==> src/rtl/cmp_seq_pkg.sv <==
// Shared types and helpers for the comparator LED sequencer.
//   cmp_state_e   : sequencer FSM states
//   cmp_operand_t : 2-bit comparator operand
//   cmp_colour_t  : packed {r,g,b} colour as produced by the comparator
//   max_int       : elaboration-time helper for deriving the counter width
//   golden_colour : reference colour for a pair (r = a>=b, g = a<=b, b = a!=b)
package cmp_seq_pkg;

    typedef enum logic [2:0] {
        IDLE,
        DRIVE,
        SAMPLE,
        HOLD,
        GAP
    } cmp_state_e;

    typedef logic [1:0] cmp_operand_t;

    typedef struct packed {
        logic r;
        logic g;
        logic b;
    } cmp_colour_t;

    function automatic int max_int(input int x, input int y);
        return (x > y) ? x : y;
    endfunction

    function automatic cmp_colour_t golden_colour(input cmp_operand_t a, input cmp_operand_t b);
        cmp_colour_t c;
        c.r = (a >= b);
        c.g = (a <= b);
        c.b = (a != b);
        return c;
    endfunction

endpackage

==> src/rtl/cmp_seq_timer.sv <==
// Loadable down-counter shared by the HOLD and GAP phases.
// Ports:
//   clk, rst     : clock, synchronous active-high reset (count -> 0)
//   load_i       : load load_val_i this edge (has priority over en_i)
//   load_val_i   : value to load
//   en_i         : decrement this edge; saturates at zero, never wraps
//   count_o      : current count
//   zero_o       : count is zero
module cmp_seq_timer #(
    parameter int CNT_W = 4
) (
    input  logic             clk,
    input  logic             rst,
    input  logic             load_i,
    input  logic [CNT_W-1:0] load_val_i,
    input  logic             en_i,
    output logic [CNT_W-1:0] count_o,
    output logic             zero_o
);

    logic [CNT_W-1:0] cnt_q;
    logic [CNT_W-1:0] cnt_d;

    always_comb begin
        cnt_d = cnt_q;
        if (load_i) begin
            cnt_d = load_val_i;
        end else if (en_i && (cnt_q != '0)) begin
            cnt_d = cnt_q - CNT_W'(1);
        end
    end

    always_ff @(posedge clk) begin
        if (rst) begin
            cnt_q <= '0;
        end else begin
            cnt_q <= cnt_d;
        end
    end

    assign count_o = cnt_q;
    assign zero_o  = (cnt_q == '0);

endmodule

==> src/rtl/cmp_led_sequencer.sv <==
// Sequencer for the 2-bit magnitude comparator / RGB LED datapath.
// Accepts an operand pair (valid/ready), drives it onto the comparator,
// waits one settle cycle, samples the comparator colour onto the LEDs for
// HOLD_CYCLES, blanks for GAP_CYCLES, then pulses done and returns to IDLE.
//
// Handshake: a pair transfers on a rising clk edge where in_valid and
// in_ready are both high. in_ready is high only in IDLE (and never during
// rst); in_valid outside IDLE is ignored, not queued.
//
// Ports:
//   clk, rst                : clock, synchronous active-high reset
//   in_valid, in_ready      : operand handshake
//   op_a, op_b              : operand pair
//   a1, a0, b1, b0          : registered operand bits to the comparator
//   cmp_r, cmp_g, cmp_b     : comparator outputs
//   led_r, led_g, led_b     : registered LED drive
//   busy                    : not in IDLE
//   done                    : one-cycle pulse on the last display/blank cycle
//   err                     : sticky comparator self-check failure
//
// Build option: define CMP_SEQ_CHECK_EN to compare the comparator against a
// golden model in SAMPLE; otherwise err is tied low.
module cmp_led_sequencer
    import cmp_seq_pkg::*;
#(
    parameter int HOLD_CYCLES = 8,
    parameter int GAP_CYCLES  = 2
) (
    input  logic       clk,
    input  logic       rst,
    input  logic       in_valid,
    output logic       in_ready,
    input  logic [1:0] op_a,
    input  logic [1:0] op_b,
    output logic       a1,
    output logic       a0,
    output logic       b1,
    output logic       b0,
    input  logic       cmp_r,
    input  logic       cmp_g,
    input  logic       cmp_b,
    output logic       led_r,
    output logic       led_g,
    output logic       led_b,
    output logic       busy,
    output logic       done,
    output logic       err
);

    localparam int CNT_W = $clog2(max_int(HOLD_CYCLES, GAP_CYCLES) + 1);
    localparam logic [CNT_W-1:0] HOLD_LOAD = CNT_W'(HOLD_CYCLES - 1);
    localparam logic [CNT_W-1:0] GAP_LOAD  = CNT_W'((GAP_CYCLES > 0) ? GAP_CYCLES - 1 : 0);
    localparam logic [CNT_W-1:0] CNT_ONE   = CNT_W'(1);
    localparam bit HAS_GAP  = (GAP_CYCLES > 0);
    localparam bit GAP_ONE  = (GAP_CYCLES == 1);
    localparam bit HOLD_ONE = (HOLD_CYCLES == 1);

    cmp_state_e   state_q;
    cmp_operand_t a_q;
    cmp_operand_t b_q;
    cmp_colour_t  led_q;
    logic         done_q;

    logic             tmr_load;
    logic [CNT_W-1:0] tmr_val;
    logic             tmr_en;
    logic [CNT_W-1:0] tmr_cnt;
    logic             tmr_zero;

    cmp_colour_t cmp_col;
    assign cmp_col = '{r: cmp_r, g: cmp_g, b: cmp_b};

    always_comb begin
        tmr_load = 1'b0;
        tmr_val  = HOLD_LOAD;
        tmr_en   = 1'b0;
        case (state_q)
            SAMPLE: tmr_load = 1'b1;
            HOLD: begin
                if (tmr_zero && HAS_GAP) begin
                    tmr_load = 1'b1;
                    tmr_val  = GAP_LOAD;
                end else begin
                    tmr_en = 1'b1;
                end
            end
            GAP:     tmr_en = 1'b1;
            default: ;
        endcase
    end

    cmp_seq_timer #(.CNT_W(CNT_W)) u_timer (
        .clk        (clk),
        .rst        (rst),
        .load_i     (tmr_load),
        .load_val_i (tmr_val),
        .en_i       (tmr_en),
        .count_o    (tmr_cnt),
        .zero_o     (tmr_zero)
    );

    // done is registered, so it is set one edge early: whenever the next
    // cycle is the final HOLD (no gap) or final GAP cycle.
    always_ff @(posedge clk) begin
        if (rst) begin
            state_q <= IDLE;
            a_q     <= '0;
            b_q     <= '0;
            led_q   <= '0;
            done_q  <= 1'b0;
        end else begin
            done_q <= 1'b0;
            case (state_q)
                IDLE: begin
                    if (in_valid) begin
                        a_q     <= op_a;
                        b_q     <= op_b;
                        state_q <= DRIVE;
                    end
                end
                DRIVE: state_q <= SAMPLE;
                SAMPLE: begin
                    led_q   <= cmp_col;
                    state_q <= HOLD;
                    if (HOLD_ONE && !HAS_GAP) begin
                        done_q <= 1'b1;
                    end
                end
                HOLD: begin
                    if (tmr_zero) begin
                        led_q <= '0;
                        if (HAS_GAP) begin
                            state_q <= GAP;
                            if (GAP_ONE) begin
                                done_q <= 1'b1;
                            end
                        end else begin
                            state_q <= IDLE;
                        end
                    end else if (!HAS_GAP && (tmr_cnt == CNT_ONE)) begin
                        done_q <= 1'b1;
                    end
                end
                GAP: begin
                    if (tmr_zero) begin
                        state_q <= IDLE;
                    end else if (tmr_cnt == CNT_ONE) begin
                        done_q <= 1'b1;
                    end
                end
                default: state_q <= IDLE;
            endcase
        end
    end

`ifdef CMP_SEQ_CHECK_EN
    logic err_q;

    always_ff @(posedge clk) begin
        if (rst) begin
            err_q <= 1'b0;
        end else if ((state_q == SAMPLE) && (golden_colour(a_q, b_q) != cmp_col)) begin
            err_q <= 1'b1;
        end
    end

    assign err = err_q;
`else
    assign err = 1'b0;
`endif

    assign in_ready = (state_q == IDLE) && !rst;
    assign busy     = (state_q != IDLE);
    assign done     = done_q;
    assign {a1, a0} = a_q;
    assign {b1, b0} = b_q;
    assign led_r    = led_q.r;
    assign led_g    = led_q.g;
    assign led_b    = led_q.b;

endmodule

==> config.mk <==
export PLATFORM = sky130hd
export DESIGN_NAME = cmp_led_sequencer
export DESIGN_NICKNAME = d
export VERILOG_FILES = /design/src/rtl/cmp_seq_pkg.sv /design/src/rtl/cmp_seq_timer.sv /design/src/rtl/cmp_led_sequencer.sv
export SDC_FILE = /design/constraint.sdc
export NUM_CORES = 1
export LEC_CHECK = 0
export CORE_MARGIN = 5
export CORE_UTILIZATION = 41
export CTS_CLUSTER_SIZE = 40
export DETAILED_ROUTE_END_ITERATION = 8
export PLACE_DENSITY = 0.77
export SYNTH_ARGS = -nofsm -noshare
export SYNTH_HDL_FRONTEND = slang
export SYNTH_SLANG_ARGS = --single-unit
==> constraint.sdc <==
create_clock -name clk -period 1.5 [get_ports clk]
set_input_delay 0.15 -clock clk [delete_from_list [all_inputs] [get_ports clk]]
set_output_delay 0.15 -clock clk [all_outputs]
set_load 0.005 [all_outputs]
Word-level counts from Yosys, hierarchy flattened. Index checks and enable logic that the tools add are counted.

Add/sub/neg operators: 1. Equal/unequal tests: 8. Muxes and demuxes: 14. Bitwise operators: 1. Reduce and logical (&&, ||, !) cells: 13.

Operators by type and width (count): $mux W3 (5); $pmux W3 S5 (1); $mux W4 (2); $eq A3 B2 Y1 const B (2); $ne A2 B2 Y1 const B (3); $pmux W3 S2 (1); $eq A4 B1 Y1 const B (1); $logic_not A4 Y1 (1); $pmux W1 S2 (2); $reduce_and A2 Y1 (2); $reduce_bool A2 Y1 (2); $reduce_bool A4 Y1 (1); $sub A4 B1 Y4 const B (1); $eq A3 B1 Y1 const B (1); $eq A3 B3 Y1 const B (1); $logic_not A3 Y1 (1); $mux W1 (3); $reduce_and A3 Y1 (1); $reduce_bool A3 Y1 (1); $reduce_or A3 Y1 (1); $logic_and A1 B1 Y1 (2); $logic_not A1 Y1 (1); $not A1 Y1 (1).

Flip-flop bits (word level): 15. Input bits: 10. Output and inout port bits: 11. Word-level logic and storage cells: 45.

Depth between registers and ports, before layout.
Word-level depth: 6. Gate-level depth with buffers: 6. Mapped depth without buffers: 6.

By module. A second synthesis with hierarchy kept.

Cell total of the unflattened synthesis: 86. Area, all modules: 764.5 um2.

Modules (own cells, without submodules): cmp_led_sequencer (instances 1, cells an instance 57, area each 501.7 um2, sequential area each 220.2 um2); cmp_seq_timer (instances 1, cells an instance 29, area each 262.8 um2, sequential area each 80.1 um2).

Worst setup path before layout. Ideal clock, no wire load.

Kind: register to register. Start: register u_timer.cnt_q[0], in the netlist u_timer.count_o[0]. End: register led_q (netlist bit led_b). Library setup time: 0.117 ns. Arrival time: 1.499 ns. Data required time: 1.383 ns. Slack: -0.116 ns. Stages on the path, launching flop included: 7. Path buffers: 0. Clock period less this slack: 1.616 ns. Path through: dfxtp_1 -> inv_1 -> ha_1 -> or3b_4 -> a21oi_2 -> nor2_1 -> a22o_1.

Word-level cells in the longest chain between the ends: 3.

RTL lines: from (decl) (line cmp_seq_timer.sv:21) `logic [CNT_W-1:0] cnt_q;`; from (signal assigned) (line cmp_seq_timer.sv:37) `cnt_q <= cnt_d;`; $logic_not A4 Y1 (line cmp_seq_timer.sv:42) `assign zero_o = (cnt_q == '0);`; $ne A2 B2 Y1 (no source line); $reduce_and A2 Y1 (no source line); to (signal assigned) (line cmp_led_sequencer.sv:123) `led_q <= cmp_col;`; to (decl) (line cmp_led_sequencer.sv:61) `cmp_colour_t led_q;`.

No other way between the ends. A chain may end at the register's enable or synchronous reset.

Worst setup path in the final report.
Start: register u_timer.cnt_q[1], in the netlist u_timer.count_o[1]. End: register led_q (netlist bit led_g).

The elaborated chain is that of the path after synthesis.

==> out/qor.txt <==
CTS Hold Buffers Added - 0
clock skew - 0.00449 ns
Die Y - 52.4 microns
xor and xnor area share after synthesis - 1.19%
clock net sink count - 15
Setup WS pre-CTS - -0.0244 ns
power per standard cell area - 1070 nW/um^2
total track usage - 14.3%
area leader, netlist - dfxtp_1
DR iter-0 viols - 9
Fmax - 0.672 GHz
Post-Place Cells - 127
Synth cell types - 35
Die Width - 52.4 microns
global-route wire length before repair - 2.90 mm
RSZ-0062 raised after global routing - true
via count - 680
status - complete, no violations
DR pass1 iterations - 4
Synth Area in Simple Gates - 22.4%
Post-synth top flop - dfxtp_1
final wirelength - 1.79 mm
synthesized-area fraction occupied by adder cells - 3.39%
Setup crit start - u_timer.count_o[1]
met1 WL - 778 microns
Crit Path Class - register to register
Ys Warns - 0
final cell count without fillers - 139
IO Port Bufs - 19
critical hold path startpoint - cmp_b
max-cap violations - 0
largest family of logic cells by synthesized area - simple AND/OR/NAND/NOR gates
HP Class - primary input to register
Synth Area in Compound Gates - 20.2%
fraction of layout cells with a size suffix above 1 - 38.6%
Clock transition at path regs - 0.09 ns
Final Hold Fails - 0
core area - 1730 sq um
HPWL after DPL - 1.34 mm
nets - 127
H-tree levels - 1
WP data arrival - 1.67 ns
Synth Cell Area - 738 sq um
peak supply drop - 0.665 mV
syn avg cell area - 9.59 sq um
top post-synthesis cells by area - dfxtp_1 41%, nor2_1 6.1%, mux2i_1 5.4%
met3 wire length - 118 microns
Data required, critical path - 1.68 ns
antenna violations before repair - 0
final worst slack - 0.0121 ns
Final Wtd Congestion - 0.779
# setup viols final - 0
highest metal used - met4
Seq cells post-synth - 15
leakage - 0.457 nW
Post-synth EDFFs - 0
# rows - 15
met2 WL post-DR - 857 microns
CTS tree - built
number of vias per cell - 4.89
I/O pin cnt - 21
vias in the first global route - 687
Mapped Cells - 77
P&R area growth vs syn - 53.7%
Root Buffer - clkbuf_4
antenna viol nets, final - 0
top post-synthesis cells by count - 15 x dfxtp_1, 12 x nor2_1, 5 x inv_1
total gr overflow - 0
die area - 2750 sq um
top-count cell post-synth - dfxtp_1
post-synth top area share - 40.7%
initial core utilization - 42.8%
clock buffer depth - 2
max-slew violation count - 0
post-synthesis mux area share - 5.42%
crit start category - register
Avg WL per Cell - 12.9 microns
Final period util - 99.2%
register area share after synthesis - 40.7%
Crit. End Element - register
PnR Total Power - 1.22 mW
clk_lat worst skew - 0.29 ns
crit path max fanout - 4
Syn Nets - 89
largest net degree at the start of global routing - 10
Post-synth ARST share - 0%
antenna diode instance count - 0
fin crit period - 1.49 ns
Num CTS Buffers - 3
Remaining DRCs - 0
worst r2r src - u_timer.count_o[1]
[per-stage QoR]
| stage | instance area (sq um) | hold WS (ns) | util (%) | setup TNS [ns] |
|---|---|---|---|---|
| 3_3_place_gp | 1030 | 0.470 | 59.7 | 0 |
| 6_report | 1130 | 0.461 | 65.7 | 0 |
| 4_1_cts | 1110 | 0.455 | 64.5 | -0.0105 |
| 3_5_place_dp | 1030 | 0.478 | 59.7 | -0.0328 |
| 5_1_grt | 1130 | 0.445 | 65.7 | -0.207 |
| 2_1_floorplan | 762 | 0.275 | - | 0 |
[layout by cell type (no fill, tap or decap), types with 2 or more instances in the layout]
cell,instances
a21oi_1,3
a21oi_2,2
a22o_1,3
buf_4,15
buf_6,3
clkbuf_2,2
clkbuf_4,3
clkdlybuf4s50_1,17
dfxtp_1,11
dfxtp_2,4
inv_1,3
inv_2,2
mux2i_1,4
nor2_1,11
nor3_1,3
or3b_4,2
[cell families (layout without fill, tap and decap cells)]
group | count (synthesis) | in the layout
AOI/OAI and AO/OA | 17 | 17
xor gates and xnor gates | 1 | 1
adders and majority gates | 2 | 2
buffers and inverters | 9 | 46
DFF | 15 | 15
muxes | 4 | 4
other | 1 | 1
and+or+nand+nor | 28 | 28
[layout make-up]
type                    instances  area, sq um
flip-flops and latches         15          305
inverters                       5         18.8
repair buffers                 37          327
fillers                       150          592
well taps                      25         31.3
multi-input cells              53          427
clock buffers                   4         26.3
[repair_timing]
item | CTS | global route
buffers inserted | 6 | 2
setup endpoints to repair | 6 | 8
hold endpoints to repair | 0 | 0
pin swaps | 6 | 7
cloned | 0 | 0
gates resized for setup | 9 | 7
[final timing paths]
kind / endpoint / slack [ns] / cells past startpoint
hold reg to reg: b_q[1] / 0.50 / 2
setup / recovery: led_g / 0.01 / 6
setup reg to reg: led_g / 0.01 / 6
hold / removal: led_b / 0.46 / 2
[sequential cells by signal (all words and copies together) (netlist names)]
register         cells
b_q                  2
led_g                1
led_r                1
state_q              3
u_timer.count_o      4
done                 1
led_b                1
a_q                  2
[power by group]
| group | switching (mW) | internal, mW |
|---|---|---|
| Combinational | 0.218 | 0.284 |
| Clock | 0.128 | 0.103 |
| Sequential | 0.0375 | 0.445 |
[layer usage]
metal  vias to the layer above  GRT usage, %
met5                         -             0
met4                         0          7.66
met3                         6          4.56
met2                        23          22.9
met1                       306          16.8
li1                        345             -
[worst max-delay path, cell delays in order (launching register included)]
cell and delay (ns):
dfxtp_2 0.33, inv_2 0.07, ha_4 0.13, or3b_4 0.40, a21oi_4 0.18, nor2_2 0.07, a22o_1 0.21
Power figures use the tool's default switching activity.
